**src/rtl/lvds_training_aligner_if.sv**
```systemverilog
// -----------------------------------------------------------------------------
// lvds_training_aligner_if
// Bundles the signals between the sensor controller / deserializer bank and the
// training aligner.
//   master : controller + deserializer side (drives command, pattern, rx words)
//   slave  : aligner side (drives bitslip pulses and training status)
// Signals:
//   cmd_start_training  level request, rising edge starts a training run
//   training_pattern    expected training word
//   rx_data             deserialized words, lane k at [k*DATA_W +: DATA_W]
//   bitslip             one-cycle bitslip pulse per lane
//   training_done       training finished (pass or fail)
//   training_error      some lane failed to align
//   lane_locked         per-lane alignment achieved
//   fail_lane           index of the failing lane (valid with training_error)
// -----------------------------------------------------------------------------
interface lvds_training_aligner_if #(
   parameter int DATA_W = 10,
   parameter int N_CH   = 4,
   parameter int LANE_W = 2
);
   logic                     cmd_start_training;
   logic [DATA_W-1:0]        training_pattern;
   logic [N_CH*DATA_W-1:0]   rx_data;
   logic [N_CH-1:0]          bitslip;
   logic                     training_done;
   logic                     training_error;
   logic [N_CH-1:0]          lane_locked;
   logic [LANE_W-1:0]        fail_lane;

   modport master (
      output cmd_start_training, training_pattern, rx_data,
      input  bitslip, training_done, training_error, lane_locked, fail_lane
   );

   modport slave (
      input  cmd_start_training, training_pattern, rx_data,
      output bitslip, training_done, training_error, lane_locked, fail_lane
   );
endinterface

```
**src/rtl/lvds_training_aligner.sv**
```systemverilog
// -----------------------------------------------------------------------------
// lvds_training_aligner
// Responder side of the sensor training handshake. On a rising edge of
// cmd_start_training each LVDS lane is word-aligned in turn by comparing its
// deserialized word against the latched training pattern and issuing bitslip
// pulses until MATCH_CNT consecutive words match. A lane that still mismatches
// after all DATA_W bit positions were tried ends the run with training_error.
// Ports:
//   clk_rxg   receive word clock
//   rst_rx_n  asynchronous active-low reset
//   bus       lvds_training_aligner_if.slave (command, pattern, rx words in;
//             bitslip, done, error, lane_locked, fail_lane out; all registered)
// -----------------------------------------------------------------------------
module lvds_training_aligner #(
   parameter int DATA_W     = 10,
   parameter int N_CH       = 4,
   parameter int LANE_W     = 2,
   parameter int SETTLE_CYC = 8,
   parameter int MATCH_CNT  = 16
) (
   input  logic                     clk_rxg,
   input  logic                     rst_rx_n,
   lvds_training_aligner_if.slave   bus
);
   localparam int SLIP_W   = $clog2(DATA_W) + 1;
   localparam int MATCH_W  = $clog2(MATCH_CNT + 1);
   localparam int SETTLE_W = $clog2(SETTLE_CYC + 1);

   typedef enum logic [6:0] {
      ST_IDLE   = 7'b0000001,
      ST_SETTLE = 7'b0000010,
      ST_CHECK  = 7'b0000100,
      ST_SLIP   = 7'b0001000,
      ST_NEXT   = 7'b0010000,
      ST_DONE   = 7'b0100000,
      ST_FAIL   = 7'b1000000
   } state_t;

   state_t              state_q, state_d;
   logic                cmd_q, cmd_d;
   logic [DATA_W-1:0]   pat_q, pat_d;
   logic [LANE_W-1:0]   lane_q, lane_d;
   logic [SLIP_W-1:0]   slip_q, slip_d;
   logic [MATCH_W-1:0]  match_q, match_d;
   logic [SETTLE_W-1:0] settle_q, settle_d;
   logic [N_CH-1:0]     bitslip_q, bitslip_d;
   logic                done_q, done_d;
   logic                err_q, err_d;
   logic [N_CH-1:0]     locked_q, locked_d;
   logic [LANE_W-1:0]   fail_q, fail_d;

   logic                start_s;
   logic                cmd_s;
   logic [DATA_W-1:0]   word_s;
   logic [N_CH-1:0]     lane_bit_s;

   assign cmd_s      = bus.cmd_start_training;
   assign start_s    = cmd_s & ~cmd_q;
   assign word_s     = bus.rx_data[32'(lane_q) * DATA_W +: DATA_W];
   assign lane_bit_s = N_CH'(1) << lane_q;

   // Next-state and next-output logic; dropping the command aborts any busy state.
   always_comb begin
      state_d   = state_q;
      cmd_d     = cmd_s;
      pat_d     = pat_q;
      lane_d    = lane_q;
      slip_d    = slip_q;
      match_d   = match_q;
      settle_d  = settle_q;
      bitslip_d = '0;
      done_d    = done_q;
      err_d     = err_q;
      locked_d  = locked_q;
      fail_d    = fail_q;
      case (state_q)
         ST_IDLE: begin
            if (start_s) begin
               pat_d    = bus.training_pattern;
               lane_d   = '0;
               slip_d   = '0;
               match_d  = '0;
               locked_d = '0;
               err_d    = 1'b0;
               fail_d   = '0;
               done_d   = 1'b0;
               settle_d = SETTLE_W'(SETTLE_CYC - 1);
               state_d  = ST_SETTLE;
            end else begin
               state_d  = ST_IDLE;
            end
         end
         ST_SETTLE: begin
            if (!cmd_s) begin
               state_d = ST_IDLE;
            end else if (settle_q == '0) begin
               state_d = ST_CHECK;
            end else begin
               settle_d = settle_q - SETTLE_W'(1);
            end
         end
         ST_CHECK: begin
            if (!cmd_s) begin
               state_d = ST_IDLE;
            end else if (word_s == pat_q) begin
               if (match_q == MATCH_W'(MATCH_CNT - 1)) begin
                  locked_d = locked_q | lane_bit_s;
                  state_d  = ST_NEXT;
               end else begin
                  match_d  = match_q + MATCH_W'(1);
               end
            end else if (slip_q == SLIP_W'(DATA_W - 1)) begin
               // every bit position has been tried on this lane
               fail_d  = lane_q;
               err_d   = 1'b1;
               done_d  = 1'b1;
               state_d = ST_FAIL;
            end else begin
               // pulse is registered, so it is visible during the SLIP cycle
               bitslip_d = lane_bit_s;
               state_d   = ST_SLIP;
            end
         end
         ST_SLIP: begin
            if (!cmd_s) begin
               state_d = ST_IDLE;
            end else begin
               slip_d   = slip_q + SLIP_W'(1);
               match_d  = '0;
               settle_d = SETTLE_W'(SETTLE_CYC - 1);
               state_d  = ST_SETTLE;
            end
         end
         ST_NEXT: begin
            if (!cmd_s) begin
               state_d = ST_IDLE;
            end else if (lane_q == LANE_W'(N_CH - 1)) begin
               done_d  = 1'b1;
               state_d = ST_DONE;
            end else begin
               lane_d   = lane_q + LANE_W'(1);
               slip_d   = '0;
               match_d  = '0;
               settle_d = SETTLE_W'(SETTLE_CYC - 1);
               state_d  = ST_SETTLE;
            end
         end
         ST_DONE, ST_FAIL: begin
            if (!cmd_s) begin
               done_d  = 1'b0;
               state_d = ST_IDLE;
            end else begin
               done_d  = 1'b1;
            end
         end
         default: begin
            done_d  = 1'b0;
            state_d = ST_IDLE;
         end
      endcase
   end

   // State, counter and output registers.
   always_ff @(posedge clk_rxg or negedge rst_rx_n) begin
      if (!rst_rx_n) begin
         state_q   <= ST_IDLE;
         cmd_q     <= 1'b0;
         pat_q     <= '0;
         lane_q    <= '0;
         slip_q    <= '0;
         match_q   <= '0;
         settle_q  <= '0;
         bitslip_q <= '0;
         done_q    <= 1'b0;
         err_q     <= 1'b0;
         locked_q  <= '0;
         fail_q    <= '0;
      end else begin
         state_q   <= state_d;
         cmd_q     <= cmd_d;
         pat_q     <= pat_d;
         lane_q    <= lane_d;
         slip_q    <= slip_d;
         match_q   <= match_d;
         settle_q  <= settle_d;
         bitslip_q <= bitslip_d;
         done_q    <= done_d;
         err_q     <= err_d;
         locked_q  <= locked_d;
         fail_q    <= fail_d;
      end
   end

   assign bus.bitslip        = bitslip_q;
   assign bus.training_done  = done_q;
   assign bus.training_error = err_q;
   assign bus.lane_locked    = locked_q;
   assign bus.fail_lane      = fail_q;
endmodule

```
**src/flat_wrapper.sv**
```systemverilog
// flat-port wrapper written by rule: the top's interface ports become plain ports
module lvds_training_aligner_flat 
#(
   parameter int DATA_W     = 10,
   parameter int N_CH       = 4,
   parameter int LANE_W     = 2,
   parameter int SETTLE_CYC = 8,
   parameter int MATCH_CNT  = 16
)
  (clk_rxg, rst_rx_n, bus_cmd_start_training, bus_training_pattern, bus_rx_data, bus_bitslip, bus_training_done, bus_training_error, bus_lane_locked, bus_fail_lane);
  lvds_training_aligner_if #(.DATA_W(DATA_W), .N_CH(N_CH), .LANE_W(LANE_W)) bus_i ();
  input  logic clk_rxg;
  input  logic rst_rx_n;
  input wire logic [$bits(bus_i.cmd_start_training)-1:0] bus_cmd_start_training;
  input wire logic [$bits(bus_i.training_pattern)-1:0] bus_training_pattern;
  input wire logic [$bits(bus_i.rx_data)-1:0] bus_rx_data;
  output wire logic [$bits(bus_i.bitslip)-1:0] bus_bitslip;
  output wire logic [$bits(bus_i.training_done)-1:0] bus_training_done;
  output wire logic [$bits(bus_i.training_error)-1:0] bus_training_error;
  output wire logic [$bits(bus_i.lane_locked)-1:0] bus_lane_locked;
  output wire logic [$bits(bus_i.fail_lane)-1:0] bus_fail_lane;
  assign bus_i.cmd_start_training = bus_cmd_start_training;
  assign bus_i.training_pattern = bus_training_pattern;
  assign bus_i.rx_data = bus_rx_data;
  assign bus_bitslip = bus_i.bitslip;
  assign bus_training_done = bus_i.training_done;
  assign bus_training_error = bus_i.training_error;
  assign bus_lane_locked = bus_i.lane_locked;
  assign bus_fail_lane = bus_i.fail_lane;
  lvds_training_aligner #(.DATA_W(DATA_W), .N_CH(N_CH), .LANE_W(LANE_W), .SETTLE_CYC(SETTLE_CYC), .MATCH_CNT(MATCH_CNT)) u_core (.clk_rxg(clk_rxg), .rst_rx_n(rst_rx_n), .bus(bus_i));
endmodule
```
**config.mk**
```make
export PLATFORM = sky130hd
export DESIGN_NAME = lvds_training_aligner_flat
export DESIGN_NICKNAME = d
export VERILOG_FILES = /design/src/rtl/lvds_training_aligner_if.sv /design/src/rtl/lvds_training_aligner.sv /design/src/flat_wrapper.sv
export SDC_FILE = /design/constraint.sdc
export NUM_CORES = 1
export LEC_CHECK = 0
export BUFFER_PORTS_ARGS = -buffer_cell sky130_fd_sc_hd__clkbuf_2
export CORE_MARGIN = 10
export CORE_UTILIZATION = 49
export DETAILED_ROUTE_END_ITERATION = 8
export PLACE_DENSITY = 0.77
export SYNTH_ARGS = -nofsm -noshare
export SYNTH_HDL_FRONTEND = slang
export SYNTH_SLANG_ARGS = --single-unit
```
**constraint.sdc**
```tcl
create_clock -name clk_rxg -period 2.4 [get_ports clk_rxg]
set_input_delay 0.12 -clock clk_rxg [delete_from_list [all_inputs] [get_ports clk_rxg]]
set_output_delay 0.12 -clock clk_rxg [all_outputs]
set_load 0.01 [all_outputs]
```
==> results of run 1 <==
registers in the layout (all words and copies together), names as in the netlist, 2 cells and up:
name                    flops
u_core.lane_q               2
u_core.state_q              7
u_core.match_q              5
u_core.pat_q               10
u_core.settle_q             4
u_core.bus.bitslip          4
u_core.slip_q               5
u_core.bus.fail_lane        2
u_core.bus.lane_locked      4
metal layers:
layer  wire [um]  part of all wire  vias up  global-route usage
met5           0                 0        -                   0
met4          88             0.013        0              0.0574
met3         749              0.11        9              0.0666
met2        3140              0.45      125               0.251
met1        3010              0.43     1091               0.203
li1            -                 -     1104                   -
timing repair:
item / CTS / global route
hold buffers: 1 / 0
setup buffers: 0 / 2
endpoints found under the hold margin: 20 / 0
endpoints found under the setup margin: 0 / 30
resized for setup: 0 / 16
critical path, stage by stage, from the launching register on:
cell	delay [ns]
dfrtp_2	0.46
or4b_4	0.53
nor4_4	0.28
buf_4	0.16
nand3_2	0.09
nor4_4	0.31
buf_6	0.18
o31a_1	0.12
a32o_1	0.12
area by class of cell:
class	instances	area (sq um)
clock buffer	5	68.8
clock inverter	3	23.8
fill	471	2070
inverter	15	56.3
multi-input combinational	181	1520
sequential	46	1150
tap	72	90.1
timing repair buffer	84	494
kinds of logic (layout without fill, tap and decap cells):
group | after synthesis | after routing
buffers and inverters | 24 | 107
and+or+nand+nor | 80 | 80
AOI/OAI and AO/OA | 58 | 58
adders and majority gates | 9 | 9
xor gates and xnor gates | 13 | 13
muxes | 21 | 21
DFF | 46 | 46
worst max-delay path by stage:
stage                                    end  cells past startpoint
CTS                 u_core.bus.training_done                      6
finish                     u_core.match_q[3]                      8
global placement    u_core.bus.training_done                      7
global route               u_core.match_q[1]                      7
detailed placement  u_core.bus.training_done                      7
floorplan              u_core.bus.bitslip[3]                      9
layout by cell type (no fill, tap or decap), types with 5 or more instances in the layout:
cell / netlist / routed
inv_1: 14 / 14
xnor2_1: 10 / 9
o21ai_0: 18 / 16
buf_4: 1 / 16
mux4_1: 6 / 6
clkbuf_8: 0 / 5
nand2_1: 14 / 13
ha_1: 9 / 9
dfrtp_1: 45 / 44
mux2_2: 10 / 10
nand4_1: 5 / 5
a21oi_1: 6 / 6
and2_1: 7 / 7
nand3_1: 9 / 8
clkbuf_2: 0 / 64
a41oi_1: 6 / 6
nor2_1: 17 / 17
stage by stage:
| step | worst slack, ns | power (W) |
|---|---|---|
| global route | 0.00123 | 0.00245 |
| finish | 0.0933 | 0.00229 |
| floorplan | 0.109 | 0.00151 |
| global placement | 0.0656 | 0.00174 |
| detailed placement | 0.0437 | 0.00176 |
| CTS | 0.0151 | 0.00226 |
power by group:
| part | switching, W | internal (W) | total [W] |
|---|---|---|---|
| sequential | 0.0000993 | 0.000907 | 0.00101 |
| combinational | 0.000408 | 0.000382 | 0.000789 |
| clock | 0.000289 | 0.000209 | 0.000498 |
==> run summary, run 1 <==
Outcome - complete, no violations
CP required - 2.65 ns
Leading cell types by count after synthesis - dfrtp_1, o21ai_0, nor2_1
Boundary pin count - 65
Synth Area in Simple Gates - 0.171
Overflow after GRT - 0
Worst skew pair latency - 0.31 ns
Vias - 2329
Distinct cells, synth - 57
CP startpoint - u_core.state_q[3]
Area leader, netlist - dfrtp_1
Tmin final - 2.31 ns
Max-slew violation count - 0
All-Layer GR Usage - 0.163
R2R depth - 8
Synth area leaders - dfrtp_1, mux4_1, ha_1
FFs w/ async S/R, synth - 1.00
Final Cycle Share - 0.961
MaxCap Viol Count - 0
Hold Path Sink - u_core.pat_q[4]
Worst min-delay path category - in2reg
Rel. slew slack - 0.618
Dpl cell area - 3220 sq um
Worst-Margin Slew - 0.568 ns
Core area - 5470 sq um
Worst hold path depth - 2
Cell with the most instances after synthesis - dfrtp_1
Post-synthesis adder-cell area fraction - 0.0411
Drc violations - 0
Largest family of logic cells by synthesized area - simple AND/OR/NAND/NOR gates
Total CTS buffers - 5
Antenna viol nets, final - 0
Pin count of the biggest net entering global routing - 27
Drt total wl - 6.98 mm
Row cnt - 27
Post-layout util - 0.622
Lkg Pwr - 1.57 nW
Synth Register Bits - 46
Area growth, synth to finish - 24.3%
Avg Cell Area, Syn - 10.9 sq um
Fin Hold WS - 0.0376 ns
Startpoint Class - flop
CTS H-tree lvls - 2
Fin area - 3400 sq um
WL per Instance - 17.2 um
Crit Path Max Fanout - 8
Compound-gate portion of the synthesized area - 0.143
DP Cell Count - 395
Synth Instances - 251
Die width - 94.7 um
Final nets - 395
Final hold violation count - 0
Clock transition at path regs - 0.10 ns
Initial antenna violation count - 0
Layout cells sized above 1 - 0.371
Initial detailed-routing violation count - 235
Area fraction of the dominant cell type after synthesis - 0.411
First-pass GRT wire length - 11.8 mm
CP arrival - 2.56 ns
Synthesized area - 2740 sq um
Gpl congestion - 0.924
Reg2reg end - u_core.match_q[3]
Via-to-Cell Ratio - 5.74
P per Cell Area - 674 nW/um^2
Final setup fails - 0
Sequential fraction of the synthesis area - 0.421
Starting Density - 0.500
Min-delay src - bus_training_pattern[4]
RSZ-0062 raised after global routing - no
CTS tree - done
Die span in y - 94.7 um
# diodes - 0
Worst vdd rail ir drop - 0.402 mV
Reg2reg setup slack - 0.09 ns
Syn Nets - 313
WS Path Type - reg2reg
Number of flops mapped to enable cells by yosys - 0
Final clock skew - 0.00930 ns
Die ar. - 8980 sq um
I/O Buffers - 64
Dpl hpwl - 5.41 mm
CTS Sinks - 46
Clock Root Buffer - clkbuf_8
Post-route non-filler standard cell count - 406
Worst r2r src - u_core.state_q[3]
CP endpoint kind - flop
Ys Warns - 0
CTS Buffer Depth - 2
Setup TNS - 0 ns
Vias in the first global route - 2494
XOR/XNOR Fraction of Synth Area - 0.0443
Detailed Routing Iterations Pass 1 - 4
Main synth FF type - dfrtp_1
Mux cell area share after synthesis - 0.135
Fmax - 434 MHz
Power figures use the tool's default switching activity.
==> run 2: changes to the inputs <==
--- a/config.mk
+++ b/config.mk
@@ -10,6 +10,8 @@
 export CORE_UTILIZATION = 49
 export DETAILED_ROUTE_END_ITERATION = 8
 export PLACE_DENSITY = 0.77
+export RECOVER_POWER = 50
 export SYNTH_ARGS = -nofsm -noshare
 export SYNTH_HDL_FRONTEND = slang
 export SYNTH_SLANG_ARGS = --single-unit
+export TNS_END_PERCENT = 5
==> constraint.sdc (replaced) <==
create_clock -name clk_rxg -period 2.05 [get_ports clk_rxg]
set_input_delay 0.1025 -clock clk_rxg [delete_from_list [all_inputs] [get_ports clk_rxg]]
set_output_delay 0.1025 -clock clk_rxg [all_outputs]
set_load 0.01 [all_outputs]
==> run 2 against run 1 <==
Against the previous run:
- the run now ends with negative setup slack left
- routed wire length grew 13%
- maximum frequency up 1.0%
- worst setup slack got worse by 0.33 ns
- via count increased by 8.5%
- clock-buffer cell count rose by 1
- hold slack lost 0.013 ns
- core utilization grew 7.8 points
- combinational power increased by 62%
- critical path type unchanged
- critical endpoint unchanged
==> run summary, run 2 (synthesis gave the netlist of run 1 again) <==
Outcome - finished with violations
Failing checks - negative setup slack
Die width - 94.7 um
Detailed Routing Iterations Pass 1 - 4
Dpl hpwl - 6.13 mm
Tmin final - 2.28 ns
Lkg Pwr - 1.79 nW
Sequential share of power - 0.359
Internal - 0.00226 W
Layout cells sized above 1 - 0.458
Largest Register - u_core.pat_q
Vias - 2528
Drc violations - 0
Crit-path max cell delay - 0.60 ns
CTS H-tree lvls - 2
Gpl congestion - 0.910
Slowest-stage cell, CP - mux4_1
Most common cell after layout, fill and taps aside - clkbuf_2
Worst-Margin Slew - 0.794 ns
Row cnt - 27
Area growth, synth to finish - 39.9%
CTS Sinks - 46
First-pass GRT wire length - 12.7 mm
Largest register FFs - 10
Core area - 5470 sq um
Die span in y - 94.7 um
Post-route worst setup slack - -0.233 ns
Crit Path Max Fanout - 7
# diodes - 0
Final Cycle Share - 1.11
Via-to-Cell Ratio - 5.68
CP startpoint - u_core.lane_q[0]
CP Capture Point - u_core.match_q[3]
Pin count of the biggest net entering global routing - 32
MaxCap Viol Count - 0
Fin area - 3830 sq um
Startpoint Class - flop
Initial antenna violation count - 0
Boundary pin count - 65
Max-slew violation count - 0
R2R depth - 6
CTS tree - done
Final clock skew - 0.00586 ns
Commonest non-fill, non-tap cells in the layout - clkbuf_2, buf_4, dfrtp_1, nor2_1
All-Layer GR Usage - 0.177
Final nets - 434
Initial detailed-routing violation count - 95
Final setup fails - 28
Switching Share - 0.315
Overflow after GRT - 0
Die ar. - 8980 sq um
Worst vdd rail ir drop - 0.463 mV
DP Cell Count - 435
CTS Buffer Depth - 2
Rel. slew slack - 0.471
Reg2reg setup slack - -0.23 ns
Fmax - 438 MHz
CP endpoint kind - flop
CP arrival - 2.48 ns
Clock transition at path regs - 0.09 ns
Largest registers - u_core.pat_q (10), u_core.state_q (7)
Vias in the first global route - 2715
Starting Density - 0.500
Drt total wl - 7.92 mm
RSZ-0062 raised after global routing - yes
WL per Instance - 17.8 um
Dpl cell area - 3530 sq um
WS Path Type - reg2reg
Total CTS buffers - 5
Place WS - -0.337 ns
P_sw - 0.00104 W
CP required - 2.25 ns
Worst r2r src - u_core.lane_q[0]
Gate power share - 0.386
Worst min-delay path category - in2reg
Antenna viol nets, final - 0
Final hold violation count - 0
CP Cell Sequence - mux4_1 > xnor2_1 > and4_4 > and3_4 > o211ai_1 > a32o_1
Clock Root Buffer - clkbuf_8
Worst skew pair latency - 0.31 ns
Post-route non-filler standard cell count - 445
P per Cell Area - 861 nW/um^2
Reg2reg end - u_core.match_q[3]
Clk pwr share - 0.254
I/O Buffers - 64
Fin Hold WS - 0.0241 ns
-- run 2: cell count changes in the layout (fill, tap and decap cells not counted), moves of 4 or more --
cell / delta
buf_4: +33
clkbuf_1: +13
clkbuf_2: -12
o21ai_0: -7
buf_6: +6
o21ai_1: +5
xnor2_1: -4
xnor2_2: +4
-- run 2: layout make-up --
cell class	count	area (sq um)
Multi-Input combinational cell	181	1600
Fill cell	415	1640
Timing Repair Buffer	123	786
Tap cell	72	90.1
Sequential cell	46	1150
Clock buffer	6	82.6
Inverter	15	56.3
Clock inverter	2	60.1
-- run 2: how the worst min path moves through the flow --
stage / from / to / slack [ns] / cells past startpoint
finish: bus_training_pattern[6] / u_core.pat_q[6] / 0.02 / 2
global route: bus_training_pattern[3] / u_core.pat_q[3] / 0.02 / 2
CTS: bus_training_pattern[5] / u_core.pat_q[5] / 0.03 / 2
detailed placement: rst_rx_n / u_core.state_q[3] / 0.22 / 1
global placement: rst_rx_n / u_core.bus.bitslip[1] / 0.22 / 1
floorplan: rst_rx_n / u_core.bus.bitslip[0] / -0.19 / 0
-- run 2: power groups by stage --
| stage | registers, W | clock network (W) | logic, W |
|---|---|---|---|
| 6_report | 0.00118 | 0.000840 | 0.00128 |
| 5_1_grt | 0.00120 | 0.000881 | 0.00139 |
| 3_3_place_gp | 0.00118 | 0 | 0.00106 |
| 3_5_place_dp | 0.00119 | 0 | 0.00111 |
| 4_1_cts | 0.00117 | 0.000841 | 0.00117 |
| 2_1_floorplan | 0.00118 | 0 | 0.000609 |
-- run 2: worst max-delay path: cells and delay by family (launching register included) --
| kind | cells | cell delay [ns] |
|---|---|---|
| DFF | 1 | 0.48 |
| xor gates and xnor gates | 1 | 0.25 |
| muxes | 1 | 0.60 |
| AOI/OAI and AO/OA | 2 | 0.32 |
| and+or+nand+nor | 2 | 0.51 |
-- run 2: routing by layer --
metal	global-route usage	wire, um	up-vias
met5	0	0	-
met4	0.0574	187	0
met3	0.0587	602	21
met2	0.296	3850	111
met1	0.210	3280	1207
li1	-	-	1189
-- run 2: what timing repair did --
action / in CTS / in global routing
cloned: 0 / 0
gates resized for setup: 19 / 25
pin swaps: 3 / 7
buffers inserted: 0 / 1
hold buffers: 1 / 0
hold endpoints to repair: 28 / 0
endpoints found under the setup margin: 31 / 43
-- run 2: metrics by stage --
step	utilization	power [W]	setup TNS [ns]
floorplan	-	0.00179	-1.37
global placement	0.646	0.00225	-4.67
detailed placement	0.646	0.00230	-6.55
CTS	0.683	0.00319	-3.75
global route	0.700	0.00347	-6.31
finish	0.700	0.00330	-3.49
